[config.mk]
export PLATFORM = sky130hd
export DESIGN_NAME = arm_state_snapshot
export DESIGN_NICKNAME = d
export VERILOG_FILES = /design/src/rtl/arm_debug_pkg.sv /design/src/rtl/arm_snapshot_trigger.sv /design/src/rtl/arm_state_snapshot.sv
export SDC_FILE = /design/constraint.sdc
export NUM_CORES = 2
export LEC_CHECK = 0
export CAP_MARGIN = 10
export CORE_AREA = 5 5 452 454
export CTS_CLUSTER_DIAMETER = 100
export DETAILED_ROUTE_END_ITERATION = 7
export DIE_AREA = 0 0 457 459
export PLACE_DENSITY = 0.56
export SETUP_SLACK_MARGIN = 0.05
export SYNTH_ARGS = -nofsm -noshare
export SYNTH_HDL_FRONTEND = slang
export SYNTH_SLANG_ARGS = --single-unit
[constraint.sdc]
create_clock -name clk -period 31.7 [get_ports clk]
set_clock_uncertainty 0.15 [all_clocks]
set_input_delay 7.925 -clock clk [delete_from_list [all_inputs] [get_ports clk]]
set_output_delay 7.925 -clock clk [all_outputs]
set_load 0.1 [all_outputs]
[src/rtl/arm_debug_pkg.sv]
// Shared types and sizing helpers for the ARM debug snapshot engine.
package arm_debug_pkg;

   typedef enum logic [0:0] {
      IDLE   = 1'b0,
      STREAM = 1'b1
   } snap_state_e;

   typedef enum logic [1:0] {
      SEC_PC   = 2'd0,
      SEC_REG  = 2'd1,
      SEC_DATA = 2'd2
   } section_e;

   // Number of words in one snapshot: PC, then registers, then data words.
   function automatic int snap_total(input int num_regs, input int data_capacity);
      return 32'sd1 + num_regs + data_capacity;
   endfunction

   // Index width; never below one bit so a single-word snapshot still has a port.
   function automatic int snap_idx_w(input int total);
      return (total > 32'sd1) ? $clog2(total) : 32'sd1;
   endfunction

   // Section that a given snapshot index belongs to.
   function automatic section_e section_of(input int idx, input int num_regs);
      section_e sec;
      if (idx == 32'sd0) begin
         sec = SEC_PC;
      end else if (idx <= num_regs) begin
         sec = SEC_REG;
      end else begin
         sec = SEC_DATA;
      end
      return sec;
   endfunction

endpackage

[src/rtl/arm_snapshot_trigger.sv]
// Trigger qualifier: manual request OR rising edge of the PC-match condition.
module arm_snapshot_trigger
   import arm_debug_pkg::*;
#(
   parameter int DATA_WIDTH = 32
) (
   input  logic                  clk,
   input  logic                  reset,
   input  logic                  i_Trigger,
   input  logic                  i_Match_Enable,
   input  logic [DATA_WIDTH-1:0] i_PC,
   input  logic [DATA_WIDTH-1:0] i_Match_PC,
   output logic                  o_Event
);

   logic match_now_s;
   logic match_prev_r;

   // Current match condition and the combined trigger event.
   always_comb begin
      match_now_s = 1'b0;
      o_Event     = 1'b0;
      if (i_Match_Enable && (i_PC == i_Match_PC)) begin
         match_now_s = 1'b1;
      end else begin
         match_now_s = 1'b0;
      end
      o_Event = i_Trigger | (match_now_s & ~match_prev_r);
   end

   // Match history so a PC parked on the match address fires only once.
   always_ff @(posedge clk) begin
      if (reset) begin
         match_prev_r <= 1'b0;
      end else begin
         match_prev_r <= match_now_s;
      end
   end

endmodule

[src/rtl/arm_state_snapshot.sv]
// Snapshot engine: captures PC, register bus and data bus in one cycle,
// then streams the frozen copy out over a valid/ready handshake.
module arm_state_snapshot
   import arm_debug_pkg::*;
#(
   parameter  int DATA_WIDTH    = 32,
   parameter  int NUM_REGS      = 16,
   parameter  int DATA_CAPACITY = 16,
   localparam int TOTAL         = snap_total(NUM_REGS, DATA_CAPACITY),
   localparam int IDX_W         = snap_idx_w(TOTAL)
) (
   input  logic                              clk,
   input  logic                              reset,
   input  logic [DATA_WIDTH*NUM_REGS-1:0]      i_Register_Bus,
   input  logic [DATA_WIDTH*DATA_CAPACITY-1:0] i_Data_Bus,
   input  logic [DATA_WIDTH-1:0]              i_PC,
   input  logic                              i_Trigger,
   input  logic                              i_Match_Enable,
   input  logic [DATA_WIDTH-1:0]              i_Match_PC,
   input  logic                              i_Ready,
   output logic                              o_Valid,
   output logic [DATA_WIDTH-1:0]              o_Word,
   output logic [IDX_W-1:0]                   o_Index,
   output logic [1:0]                         o_Section,
   output logic                              o_Last,
   output logic                              o_Busy,
   output logic                              o_Overrun,
   output logic [15:0]                        o_Snapshot_Count
);

   // A one-word snapshot is last as soon as it starts.
   localparam logic FIRST_IS_LAST = (TOTAL == 1);

   snap_state_e           state_r;
   logic [DATA_WIDTH-1:0] shadow_r [TOTAL];

   logic                  trig_s;
   logic                  xfer_s;
   logic                  last_xfer_s;
   logic                  capture_s;
   logic [IDX_W-1:0]      next_idx_s;
   logic [DATA_WIDTH-1:0] next_word_s;
   section_e              next_sec_s;
   logic                  next_last_s;

   arm_snapshot_trigger #(
      .DATA_WIDTH (DATA_WIDTH)
   ) u_trigger (
      .clk            (clk),
      .reset          (reset),
      .i_Trigger      (i_Trigger),
      .i_Match_Enable (i_Match_Enable),
      .i_PC           (i_PC),
      .i_Match_PC     (i_Match_PC),
      .o_Event        (trig_s)
   );

   // Handshake decode and lookahead of the word that follows the current one.
   always_comb begin
      xfer_s      = o_Valid & i_Ready;
      last_xfer_s = xfer_s & o_Last;
      if (state_r == IDLE) begin
         capture_s = trig_s;
      end else begin
         capture_s = trig_s & last_xfer_s;
      end
      next_idx_s  = o_Index + IDX_W'(1'b1);
      next_word_s = shadow_r[next_idx_s];
      next_sec_s  = section_of(int'(next_idx_s), NUM_REGS);
      next_last_s = (next_idx_s == IDX_W'(TOTAL - 1));
   end

   // Freeze PC, registers and data words whenever a trigger is accepted.
   always_ff @(posedge clk) begin
      if (reset) begin
         for (int i = 0; i < TOTAL; i++) begin
            shadow_r[i] <= '0;
         end
      end else if (capture_s) begin
         shadow_r[0] <= i_PC;
         for (int r = 0; r < NUM_REGS; r++) begin
            shadow_r[1 + r] <= i_Register_Bus[r*DATA_WIDTH +: DATA_WIDTH];
         end
         for (int d = 0; d < DATA_CAPACITY; d++) begin
            shadow_r[1 + NUM_REGS + d] <= i_Data_Bus[d*DATA_WIDTH +: DATA_WIDTH];
         end
      end
   end

   // Stream FSM with registered handshake, status and word outputs.
   // Index 0 is always the PC, so on capture it is taken straight from i_PC
   // while the shadow copy is being written on the same edge.
   always_ff @(posedge clk) begin
      if (reset) begin
         state_r          <= IDLE;
         o_Valid          <= 1'b0;
         o_Busy           <= 1'b0;
         o_Last           <= 1'b0;
         o_Overrun        <= 1'b0;
         o_Word           <= '0;
         o_Index          <= '0;
         o_Section        <= SEC_PC;
         o_Snapshot_Count <= 16'd0;
      end else begin
         case (state_r)
            IDLE: begin
               if (capture_s) begin
                  state_r   <= STREAM;
                  o_Valid   <= 1'b1;
                  o_Busy    <= 1'b1;
                  o_Word    <= i_PC;
                  o_Index   <= '0;
                  o_Section <= SEC_PC;
                  o_Last    <= FIRST_IS_LAST;
               end
            end
            STREAM: begin
               if (last_xfer_s) begin
                  o_Snapshot_Count <= o_Snapshot_Count + 16'd1;
                  if (capture_s) begin
                     o_Word    <= i_PC;
                     o_Index   <= '0;
                     o_Section <= SEC_PC;
                     o_Last    <= FIRST_IS_LAST;
                  end else begin
                     state_r   <= IDLE;
                     o_Valid   <= 1'b0;
                     o_Busy    <= 1'b0;
                     o_Last    <= 1'b0;
                     o_Word    <= '0;
                     o_Index   <= '0;
                     o_Section <= SEC_PC;
                  end
               end else begin
                  if (trig_s) begin
                     o_Overrun <= 1'b1;
                  end
                  if (xfer_s) begin
                     o_Index   <= next_idx_s;
                     o_Word    <= next_word_s;
                     o_Section <= next_sec_s;
                     o_Last    <= next_last_s;
                  end
               end
            end
            default: begin
               state_r <= IDLE;
               o_Valid <= 1'b0;
               o_Busy  <= 1'b0;
               o_Last  <= 1'b0;
            end
         endcase
      end
   end

endmodule

Yosys cells after proc, flatten, opt, wreduce, memory -nomap -nowiden
Memory sizes are Yosys's and may differ from the RTL's.
Cells that the tools add are included.
Storage, ports and cells
  input port bits: 1093
  memories kept: 1
  RAM bits: 1056
  latch bits: 0
  memory bits (read-only): 0
  register bits after elaboration: 61
Memories
  shadow_r: depth 33, bits a word 32, rd ports 1, clocked after Yosys merged registers in 0, write ports 33, RTL line arm_state_snapshot.sv:35  | logic [DATA_WIDTH-1:0] shadow_r [TOTAL];
Operators by class
  $lt $le $gt $ge: 1
  shift-type cells: 0
  reductions and logical operators: 6
  add/sub/neg operators: 2
  eq/ne operators: 6
  bitwise operators: 41
  multiply operators: 0
  multiplexer cells: 65
  div/mod/pow operators: 0
Operators with widths (count)
  two-way mux 32 bit: 37
  case mux 32 bit (2 select lines): 1
  OR 1 bit: 34
  == test 32 bit: 1
  two-way mux 6 bit: 3
  adder 16 x 1 -> 16 bit, second input constant: 1
  two-way mux 1 bit: 14
  case mux 6 bit (2 select lines): 1
  two-way mux 2 bit: 5
  adder 6 x 1 -> 6 bit, second input constant: 1
  == test 6 bit, second input constant: 1
  <= comparator 6 x 5 -> 1 bit, second input constant: 1
  zero test 6 bit: 1
  case mux 1 bit (2 select lines): 3
  AND reduction 3 bit: 2
  AND 1 bit: 4
  != test 2 bit, second input constant: 2
  case mux 2 bit (2 select lines): 1
  AND reduction 2 bit: 2
  != test 3 x 1 -> 1 bit, second input constant: 1
  NOT 1 bit: 3
  != test 2 x 1 -> 1 bit, second input constant: 1
  logical AND 1 bit: 1

Depth between registers and ports, before layout
  word-level depth: 11
  depth in mapped cells: 10
  mapped depth without buffers: 8

By module
A second synthesis with hierarchy kept.
Unflattened totals
  cells, all modules: 3594
  area, all modules: 50626.1 sq um
Modules (own cells, without submodules)
  arm_state_snapshot: times used 1, area each 50234.4 sq um, cells each 3547
  arm_snapshot_trigger: times used 1, area each 391.6 sq um, cells each 47

Worst setup path before layout
No wires, ideal clock.
  path type: input port to flip-flop
  from: input i_Match_PC[28]
  to: memory shadow_r[0][0] (enable)
  path slack: 0.323 ns
  buffers on the path: 0
  data required time: 30.116 ns
  library setup time: 1.434 ns
  stages on the path: 5
  data arrival time: 29.793 ns
  cell sequence: xnor2_1 > nand4_1 > nor4_4 > a31o_2 > a21o_1
RTL lines
  start, declared: RTL line arm_state_snapshot.sv:19  | input logic [DATA_WIDTH-1:0] i_Match_PC,
  end, declared: RTL line arm_state_snapshot.sv:35

==> flow_metrics.env <==
export IMPL_cts_made_buffers=136
export IMPL_floorplan_io_pins=1153
export IMPL_worst_slew_pin_slew_ns=1.25
export IMPL_max_stage_delay_ns=0.92
export IMPL_worst_setup_path_start_kind="input port"
export IMPL_dp_hpwl_um=176000
export IMPL_clock_latency_ns=0.80
export IMPL_clk_pin_slew_ns=0.06
export IMPL_post_drt_via_cell_ratio=4.59
export IMPL_max_cap_violations=0
export IMPL_avgRoutedWirePerCell_um=30.9
export IMPL_grt_setup_unrepaired="no"
export IMPL_layout_commonest_cell="sky130_fd_sc_hd__clkdlybuf4s50_1"
export IMPL_first_iter_violations=3226
export IMPL_ys_flop_type="sky130_fd_sc_hd__edfxtp_1"
export IMPL_post_route_cells_drive_above_1_share=0.126
export IMPL_dieHeight_um=459
export IMPL_first_pass_iters=5
export IMPL_dieArea_um2=210000
export IMPL_grt_pass1_vias=34332
export IMPL_synthDistinctLibCells=51
export IMPL_ir_worst_vdd_v=0.0000622
export IMPL_hold_violations=0
export IMPL_critical_path_top_delay_family="buffers and inverters"
export IMPL_crit_chain="clkdlybuf4s50_1 > xnor2_1 > nand4_1 > nor3_1 > a31o_2 > a21o_4 > buf_4 > buf_4 > buf_4 > buf_12"
export IMPL_hold_buffers=0
export IMPL_design_power_total_w=0.00374
export IMPL_grt_start_max_net_pins=246
export IMPL_synth_yosys_seq_area_share=0.645
export IMPL_final_cell_mix="1138 x sky130_fd_sc_hd__clkdlybuf4s50_1, 1059 x sky130_fd_sc_hd__and2_1, 1056 x sky130_fd_sc_hd__edfxtp_1"
export IMPL_die_w_um=457
export IMPL_num_vias=33389
export IMPL_syn2layout_area_growth_pct=35.9
export IMPL_grt_first_pass_wirelength_um=298000
export IMPL_kind_of_critical_path="input port to register"
export IMPL_htree_levels=4
export IMPL_p_leak_nw=24.4
export IMPL_post_cts_setup_inserts=0
export IMPL_fp_row_count=164
export IMPL_synth_nets=4442
export IMPL_placeableCoreArea_um2=199000
export IMPL_critical_path_arrival_ns=14.66
export IMPL_setup_worst_path_end_class="register"
export IMPL_synth_cells=3347
export IMPL_synth_yosys_warnings=0
export IMPL_synthesis_area_um2=51000
export IMPL_critical_path_most_common_cell="sky130_fd_sc_hd__buf_4"
export IMPL_postSynth_asyncResetShare=0
export IMPL_placement_io_buffers=1152
export IMPL_period_minus_slack_ns=14.41
export IMPL_fillCellCount=19368
export IMPL_worstPathBufferInverterCount=5
export IMPL_total_area_of_multi_input_combinational_cells_um2=16500
export IMPL_path_max_fanout=180
export IMPL_powerDensity_nw_per_um2=53.9
export IMPL_antenna_left=0
export IMPL_report_final_slew_viol_count=0
export IMPL_post_synthesis_register_bit_count=1117
export IMPL_initial_utilization=0.256
export IMPL_tritoncts="yes"
export IMPL_routed_wirelength_um=225000
export IMPL_fin_nets=5562
export IMPL_finalSetupViolCount=0
export IMPL_tns_ns=0
export IMPL_timing_critical_path_required_ns=31.94
export IMPL_clock_fmax_ghz=0.0694
export IMPL_drcViolationCount=0
export IMPL_cts_buffer_depth=3
export IMPL_cpMaxStageDelayCell="sky130_fd_sc_hd__buf_4"
export IMPL_antenna_violations_before_repair=97
export IMPL_track_usage=0.208
export IMPL_root_buffer="sky130_fd_sc_hd__clkbuf_16"
export IMPL_cts_resized=0
export IMPL_synthesis_area_per_instance_um2=15.3
export IMPL_fin_crit_sh=0.455
export IMPL_clkSinkCount=1117
export IMPL_min_path_type="register to register"
export IMPL_gpl_final_weighted_congestion=0.909
export IMPL_ff_latch_area_um2=32900
export IMPL_slew_limit_headroom=0.166
export IMPL_status="finished, final reports clean"
export IMPL_overflow=0
export IMPL_synth_edf_count=1056
[sequential cells by signal (all words and copies together) (netlist names)]
name                    count
shadow_r                 1056
u_trigger.match_prev_r      1
state_r                     1
o_Snapshot_Count           16
o_Busy                      1
o_Section                   2
o_Word                     32
o_Last                      1
o_Overrun                   1
o_Index                     6
[layer usage]
| metal | up-vias | wire length, um | part of all wire | GRT usage |
|---|---|---|---|---|
| met4 | 72 | 4730 | 0.021 | 0.0525 |
| met2 | 1537 | 110000 | 0.49 | 0.349 |
| li1 | 14600 | - | - | - |
| met1 | 16895 | 88800 | 0.40 | 0.259 |
| met5 | - | 433 | 0.0019 | 0 |
| met3 | 285 | 20700 | 0.092 | 0.0683 |
[synthesized netlist by cell type (2+ instances only)]
| master | instances | share of area |
|---|---|---|
| sky130_fd_sc_hd__o22ai_1 | 2 | 0.00025 |
| sky130_fd_sc_hd__a2111oi_0 | 24 | 0.0041 |
| sky130_fd_sc_hd__o21ai_0 | 9 | 0.00088 |
| sky130_fd_sc_hd__inv_1 | 4 | 0.00029 |
| sky130_fd_sc_hd__clkbuf_2 | 2 | 0.00020 |
| sky130_fd_sc_hd__o22a_1 | 24 | 0.0041 |
| sky130_fd_sc_hd__nand4_1 | 13 | 0.0016 |
| sky130_fd_sc_hd__buf_4 | 34 | 0.0050 |
| sky130_fd_sc_hd__nand3_1 | 15 | 0.0015 |
| sky130_fd_sc_hd__nor2b_1 | 8 | 0.00098 |
| sky130_fd_sc_hd__edfxtp_1 | 1056 | 0.62 |
| sky130_fd_sc_hd__and3_1 | 2 | 0.00025 |
| sky130_fd_sc_hd__and2_1 | 1059 | 0.13 |
| sky130_fd_sc_hd__nor3_1 | 7 | 0.00069 |
| sky130_fd_sc_hd__nand2b_1 | 3 | 0.00037 |
| sky130_fd_sc_hd__clkbuf_1 | 57 | 0.0042 |
| sky130_fd_sc_hd__or2_2 | 2 | 0.00025 |
| sky130_fd_sc_hd__ha_1 | 2 | 0.00049 |
| sky130_fd_sc_hd__or3_1 | 2 | 0.00025 |
| sky130_fd_sc_hd__dfxtp_1 | 61 | 0.024 |
| sky130_fd_sc_hd__xnor2_1 | 38 | 0.0065 |
| sky130_fd_sc_hd__nand2_1 | 193 | 0.014 |
| sky130_fd_sc_hd__buf_6 | 100 | 0.022 |
| sky130_fd_sc_hd__mux2i_1 | 35 | 0.0069 |
| sky130_fd_sc_hd__a211oi_1 | 40 | 0.0059 |
| sky130_fd_sc_hd__mux4_2 | 256 | 0.11 |
| sky130_fd_sc_hd__a221o_1 | 8 | 0.0016 |
| sky130_fd_sc_hd__buf_1 | 14 | 0.0010 |
| sky130_fd_sc_hd__xor2_1 | 11 | 0.0019 |
| sky130_fd_sc_hd__nor2_1 | 62 | 0.0046 |
| sky130_fd_sc_hd__buf_2 | 35 | 0.0034 |
| sky130_fd_sc_hd__nand3b_1 | 2 | 0.00029 |
| sky130_fd_sc_hd__nor4_1 | 2 | 0.00025 |
| sky130_fd_sc_hd__a21oi_1 | 143 | 0.014 |
| sky130_fd_sc_hd__o21ai_1 | 6 | 0.00059 |
[area by class of cell]
class | instances | share of cell area
diodes | 34 | 0.00123
inverters | 4 | 0.000216
well taps | 2656 | 0.0479
clock buffers | 185 | 0.0534
clock inverters | 65 | 0.0104
flip-flops and latches | 1117 | 0.475
repair buffers | 1224 | 0.174
multi-input cells | 1984 | 0.238
[kinds of logic (layout without fill, tap and decap cells)]
group | after synthesis | count (layout) | synth area share
fa+ha+maj | 2 | 2 | 0.000490
other cells | 0 | 34 | 0
simple gates | 1376 | 1376 | 0.156
flops | 1117 | 1117 | 0.645
mux | 291 | 291 | 0.120
compound gates | 266 | 266 | 0.0337
xor+xnor | 49 | 49 | 0.00841
buf+inv | 246 | 1478 | 0.0362
[report_power, final]
group	switching (W)	leakage [nW]	internal, W
Sequential	0.0000388	11.9	0.00173
Clock	0.000657	2.14	0.000902
Combinational	0.000202	10.4	0.000204
[worst min-delay path: stages, from the launching register on]
cell                      delay [ns]
sky130_fd_sc_hd__dfxtp_1        0.31
sky130_fd_sc_hd__nand2_1        0.06
sky130_fd_sc_hd__a21oi_1        0.05
[stage by stage]
step	setup slack [ns]	instances	util	hold WS (ns)	area, um2
6_report	17.29	7269	0.348	0.313	69400
5_1_grt	16.98	7248	0.348	0.347	69300
4_1_cts	17.08	7235	0.348	0.311	69300
3_5_place_dp	16.18	6985	0.325	0.304	64800
3_3_place_gp	16.39	6985	0.325	0.298	64800
2_1_floorplan	0.323	3347	-	0.438	51000
[worst paths after layout]
| kind | slack (ns) | startpoint | cells past startpoint | end |
|---|---|---|---|---|
| min reg2reg | 0.31 | o_Section[1] | 2 | o_Section[1] |
| max | 17.29 | i_PC[4] | 10 | shadow_r[13][14] |
| min | 0.31 | o_Section[1] | 2 | o_Section[1] |
| max reg2reg | 25.53 | o_Index[0] | 11 | o_Word[27] |
Power figures use the tool's default switching activity.
